$ cat src/rtl/scs8hd_nand3b_bist_seq.sv
// BIST sequencer for a single nand3b cell: sweeps all {AN,B,C} vectors,
// samples Y after a settle window, and tallies mismatches against the ideal cell.
//
// state    | meaning
// ---------+-----------------------------------------------------------
// S_IDLE   | waiting for START; results of the last run stay readable
// S_SETTLE | current vector held on the cell, settle counter running
// S_SAMPLE | Y compared with expected value, vector advanced
// S_DONE   | one-cycle completion pulse, PASS updated
module scs8hd_nand3b_bist_seq #(
  parameter int SETTLE_CYCLES = 2,
  parameter int PASSES        = 1,
  parameter int ERR_W         = 8
) (
  input  logic             CLK,
  input  logic             RESET,
  input  logic             START,
  output logic             BUSY,
  output logic             DONE,
  output logic             PASS,
  output logic             DUT_AN,
  output logic             DUT_B,
  output logic             DUT_C,
  input  logic             DUT_Y,
  output logic [ERR_W-1:0] ERR_CNT,
  output logic [2:0]       FAIL_VEC,
  output logic             FAIL_VALID
);

  typedef enum logic [1:0] {
    S_IDLE   = 2'd0,
    S_SETTLE = 2'd1,
    S_SAMPLE = 2'd2,
    S_DONE   = 2'd3
  } state_t;

  localparam logic [7:0]       SETTLE_RELOAD = 8'(SETTLE_CYCLES - 1);
  localparam logic [3:0]       LAST_PASS     = 4'(PASSES - 1);
  localparam logic [ERR_W-1:0] ERR_MAX       = '1;

  generate
    if (SETTLE_CYCLES < 1 || SETTLE_CYCLES > 255) begin : g_bad_settle
      $error("SETTLE_CYCLES out of range 1..255");
    end
    if (PASSES < 1 || PASSES > 15) begin : g_bad_passes
      $error("PASSES out of range 1..15");
    end
    if (ERR_W < 1) begin : g_bad_errw
      $error("ERR_W must be at least 1");
    end
  endgenerate

  state_t           state, state_nxt;
  logic [2:0]       vec, vec_nxt;
  logic [7:0]       settle_cnt, settle_nxt;
  logic [3:0]       pass_cnt, pass_cnt_nxt;
  logic [ERR_W-1:0] err_cnt, err_cnt_nxt;
  logic [2:0]       fail_vec, fail_vec_nxt;
  logic             fail_valid, fail_valid_nxt;
  logic             pass_q, pass_nxt;
  logic             exp_y;
  logic             mismatch;

  // Ideal nand3b response: Y low only when AN=0, B=1, C=1.
  assign exp_y    = ~(~vec[2] & vec[1] & vec[0]);
  assign mismatch = (DUT_Y != exp_y);

  always_ff @(posedge CLK) begin
    if (RESET) begin
      state <= S_IDLE;
    end else begin
      state <= state_nxt;
    end
  end

  always_comb begin
    state_nxt      = state;
    vec_nxt        = vec;
    settle_nxt     = settle_cnt;
    pass_cnt_nxt   = pass_cnt;
    err_cnt_nxt    = err_cnt;
    fail_vec_nxt   = fail_vec;
    fail_valid_nxt = fail_valid;
    pass_nxt       = pass_q;

    case (state)
      S_IDLE: begin
        if (START) begin
          err_cnt_nxt    = '0;
          fail_vec_nxt   = 3'b000;
          fail_valid_nxt = 1'b0;
          pass_nxt       = 1'b0;
          vec_nxt        = 3'b000;
          pass_cnt_nxt   = 4'd0;
          settle_nxt     = SETTLE_RELOAD;
          state_nxt      = S_SETTLE;
        end
      end

      S_SETTLE: begin
        if (settle_cnt == 8'd0) begin
          state_nxt = S_SAMPLE;
        end else begin
          settle_nxt = settle_cnt - 8'd1;
        end
      end

      S_SAMPLE: begin
        if (mismatch) begin
          if (err_cnt != ERR_MAX) begin
            err_cnt_nxt = err_cnt + 1'b1;
          end
          if (!fail_valid) begin
            fail_vec_nxt   = vec;
            fail_valid_nxt = 1'b1;
          end
        end
        if (vec != 3'd7) begin
          vec_nxt    = vec + 3'd1;
          settle_nxt = SETTLE_RELOAD;
          state_nxt  = S_SETTLE;
        end else if (pass_cnt != LAST_PASS) begin
          vec_nxt      = 3'd0;
          pass_cnt_nxt = pass_cnt + 4'd1;
          settle_nxt   = SETTLE_RELOAD;
          state_nxt    = S_SETTLE;
        end else begin
          state_nxt = S_DONE;
        end
      end

      S_DONE: begin
        // err_cnt already includes the final sample, taken one edge earlier.
        pass_nxt  = (err_cnt == '0);
        vec_nxt   = 3'd0;
        state_nxt = S_IDLE;
      end

      default: begin
        state_nxt = S_IDLE;
      end
    endcase
  end

  always_ff @(posedge CLK) begin
    if (RESET) begin
      vec        <= 3'b000;
      settle_cnt <= 8'd0;
      pass_cnt   <= 4'd0;
      err_cnt    <= '0;
      fail_vec   <= 3'b000;
      fail_valid <= 1'b0;
      pass_q     <= 1'b0;
    end else begin
      vec        <= vec_nxt;
      settle_cnt <= settle_nxt;
      pass_cnt   <= pass_cnt_nxt;
      err_cnt    <= err_cnt_nxt;
      fail_vec   <= fail_vec_nxt;
      fail_valid <= fail_valid_nxt;
      pass_q     <= pass_nxt;
    end
  end

  assign BUSY       = (state == S_SETTLE) || (state == S_SAMPLE);
  assign DONE       = (state == S_DONE);
  assign PASS       = pass_q;
  assign DUT_AN     = vec[2];
  assign DUT_B      = vec[1];
  assign DUT_C      = vec[0];
  assign ERR_CNT    = err_cnt;
  assign FAIL_VEC   = fail_vec;
  assign FAIL_VALID = fail_valid;

endmodule

$ cat config.mk
export PLATFORM = sky130hd
export DESIGN_NAME = scs8hd_nand3b_bist_seq
export DESIGN_NICKNAME = d
export VERILOG_FILES = /design/src/rtl/scs8hd_nand3b_bist_seq.sv
export SDC_FILE = /design/constraint.sdc
export NUM_CORES = 1
export LEC_CHECK = 0
export CELL_PAD_IN_SITES_DETAIL_PLACEMENT = 1
export CELL_PAD_IN_SITES_GLOBAL_PLACEMENT = 2
export CORE_MARGIN = 2
export CORE_UTILIZATION = 30
export DETAILED_ROUTE_END_ITERATION = 7
export PLACE_DENSITY_LB_ADDON = 0.1
export SLEW_MARGIN = 5
export SYNTH_ARGS = -nofsm -noshare
export SYNTH_HDL_FRONTEND = slang
export SYNTH_SLANG_ARGS = --single-unit
$ cat constraint.sdc
create_clock -name CLK -period 2.1 [get_ports CLK]
set_input_delay 0.21 -clock CLK [delete_from_list [all_inputs] [get_ports CLK]]
set_output_delay 0.21 -clock CLK [all_outputs]
set_load 0.05 [all_outputs]
==> impl_metrics.json <==
{
  "drt_iter0_markers": 88,
  "cp_data_required_time_ps": 2310,
  "num_vias": 1831,
  "row_count": 27,
  "placed_area_um2": 2240,
  "antenna_left": 0,
  "drv_slew": 0,
  "drv_cap": 0,
  "seq_power_share": 0.354,
  "finalCriticalPeriod_ps": 2040,
  "fmax_mhz": 491,
  "slew_headroom": 0.569,
  "die_w_um": 80.5,
  "leakagePower_nw": 0.880,
  "clk_pin_slew_ps": 70,
  "cp-start-kind": "flip-flop",
  "post_route_cells_drive_above_1_share": 0.195,
  "cts_root_buf": "clkbuf_8",
  "clock_sinks": 30,
  "post-route-period-util": 0.969,
  "reg2reg_depth": 4,
  "grt_max_degree": 20,
  "num_antenna_cells": 0,
  "grt_pass1_wl_um": 9000,
  "r2r_slack_ps": 60,
  "die_area_um2": 6480,
  "tns_ps": 0,
  "hold_path.class": "reg -> reg",
  "synth-seq-cells": 30,
  "synth_cells": 206,
  "worst_pin_slew_ps": 638,
  "finalSetupViolCount": 0,
  "io_pins": 22,
  "drc": 0,
  "wl_per_cell_um": 16.7,
  "grtUsageTotal": 0.177,
  "syn_area_um2": 1760,
  "syn-num-nets": 223,
  "antenna_found_initial": 0,
  "crit_type": "reg -> reg",
  "numCtsBuffers": 5,
  "cp_data_arrival_time_ps": 2250,
  "grt_pass1_vias": 1929,
  "gp_congestion": 0.791,
  "synth_cell_types": 43,
  "internal_power_mw": 1.19,
  "finalHoldViolCount": 0,
  "rsz0062_at_grt": "false",
  "worst-path-max-fanout": 6,
  "core-area_um2": 5570,
  "comb_power_share": 0.387,
  "die_h_um": 80.5,
  "cts_max_level": 2,
  "async_flop_share": 0,
  "wirelength_um": 5490,
  "whs_ps": 491,
  "clockBufferDepth": 2,
  "place_hpwl_um": 4080,
  "clk_latency_ps": 280,
  "syn_avg_cell_area_um2": 8.53,
  "port_buffers": 21,
  "p_sw_mw": 0.683,
  "switching_share": 0.364,
  "ir_drop_mv": 0.310,
  "utilization": 0.424,
  "seq_area_frac_synth": 0.342,
  "status": "finished clean",
  "power_frac_clock": 0.259,
  "powerDensity_nw_per_um2": 795,
  "start_util": 0.315,
  "synth_ff_type": "dfxtp_1",
  "vias_per_cell": 5.58,
  "synth_edf_count": 0,
  "skew_ps": 6.22,
  "yosysWarnings": 0,
  "final_cell_area_um2": 2360,
  "layout.nets": 272,
  "gr-total-overflow": 0,
  "whs_path_depth": 2,
  "crit_path_end_kind": "flip-flop",
  "first_pass_iters": 4,
  "cts_tree": "built",
  "synthToLayoutAreaGrowth_pct": 34.5,
  "post_cts_buffers": 0
}
## cell usage in the layout (no fill, tap or decap), types with 4 or more instances in the layout
| cell type | instances |
|---|---|
| dfxtp_1 | 27 |
| nor4_1 | 4 |
| o21ai_0 | 12 |
| mux2i_1 | 4 |
| inv_1 | 15 |
| o31ai_1 | 10 |
| nand4_1 | 8 |
| clkdlybuf4s50_1 | 20 |
| nand3_1 | 13 |
| clkbuf_8 | 6 |
| ha_1 | 13 |
| nor3b_1 | 4 |
| or4_1 | 8 |
| nor2_1 | 9 |
| nand2_1 | 7 |
| a21oi_1 | 15 |
| or3_1 | 4 |
| buf_4 | 27 |
## cells by family (layout without fill, tap and decap cells)
family,after synthesis,after routing,share of synthesized area
simple gates,72,72,0.244
fa+ha+maj,13,13,0.0926
flops,30,30,0.342
compound gates,63,64,0.238
mux,6,6,0.0356
buf+inv,22,71,0.0477
## critical path, stage by stage, from the launching register on
cell and delay, ps:
dfxtp_1 360, or4_4 560, or4_1 450, or4_1 450, a21oi_2 160
## what timing repair did
| action | in CTS | in global routing |
|---|---|---|
| pin swaps | 0 | 1 |
| hold buffers | 0 | 0 |
| endpoints found under the setup margin | 1 | 4 |
| cloned | 0 | 1 |
| resized for setup | 1 | 7 |
## cell type report
cell class / count / area, µm²
inverters: 15 / 56.3
clock inverters: 1 / 5.00
clock buffers: 7 / 86.3
flip-flops and latches: 30 / 604
repair buffers: 48 / 423
multi-input cells: 155 / 1100
fillers: 672 / 3210
well taps: 72 / 90.1
## flip-flops by register name, indices dropped and copies added (netlist names)
name / cells
vec: 3
FAIL_VEC: 3
ERR_CNT: 8
PASS: 1
settle_cnt: 8
state: 2
FAIL_VALID: 1
pass_cnt: 4
## synth_stat cells (all sizes together), types with 3 or more instances
master | count | share of area
dfxtp | 30 | 0.34
a21oi | 17 | 0.048
inv | 15 | 0.032
ha | 13 | 0.093
nand3 | 13 | 0.037
o21ai | 13 | 0.037
o31ai | 10 | 0.043
or4 | 10 | 0.046
nor2 | 9 | 0.019
nand4 | 8 | 0.028
nand2 | 7 | 0.015
or3 | 6 | 0.023
clkbuf | 5 | 0.011
mux2i | 4 | 0.023
nor3b | 4 | 0.017
nor4 | 4 | 0.014
nor2b | 3 | 0.011
o211ai | 3 | 0.013
o21a | 3 | 0.013
o41ai | 3 | 0.015
## worst paths after layout
check / start / to
worst max-delay path: settle_cnt[2] / settle_cnt[7]
worst min-delay path: PASS / PASS
worst max register to register: settle_cnt[2] / settle_cnt[7]
worst min register to register: PASS / PASS
## power groups by stage
| stage | clock network, mW | logic (mW) | registers, mW |
|---|---|---|---|
| floorplan | 0 | 0.432 | 0.689 |
| global placement | 0 | 0.665 | 0.671 |
| detailed placement | 0 | 0.697 | 0.676 |
| CTS | 0.508 | 0.703 | 0.663 |
| global route | 0.535 | 0.796 | 0.672 |
| finish | 0.487 | 0.727 | 0.664 |
## per-layer routing
layer	up-vias	routed length (µm)	GRT usage
met3	11	154	0.0281
li1	896	-	-
met1	886	2520	0.224
met5	-	0	0
met4	0	62	0.0525
met2	38	2750	0.308
## through the flow
stage          setup slack [ps]  cells  total power [mW]
2_1_floorplan              32.8    206              1.12
3_3_place_gp               43.2    319              1.34
3_5_place_dp              -7.96    319              1.37
4_1_cts                    10.3    327              1.87
5_1_grt                    3.13    328              2.00
6_report                   64.2    328              1.88
(Power assumes the default switching activity.)
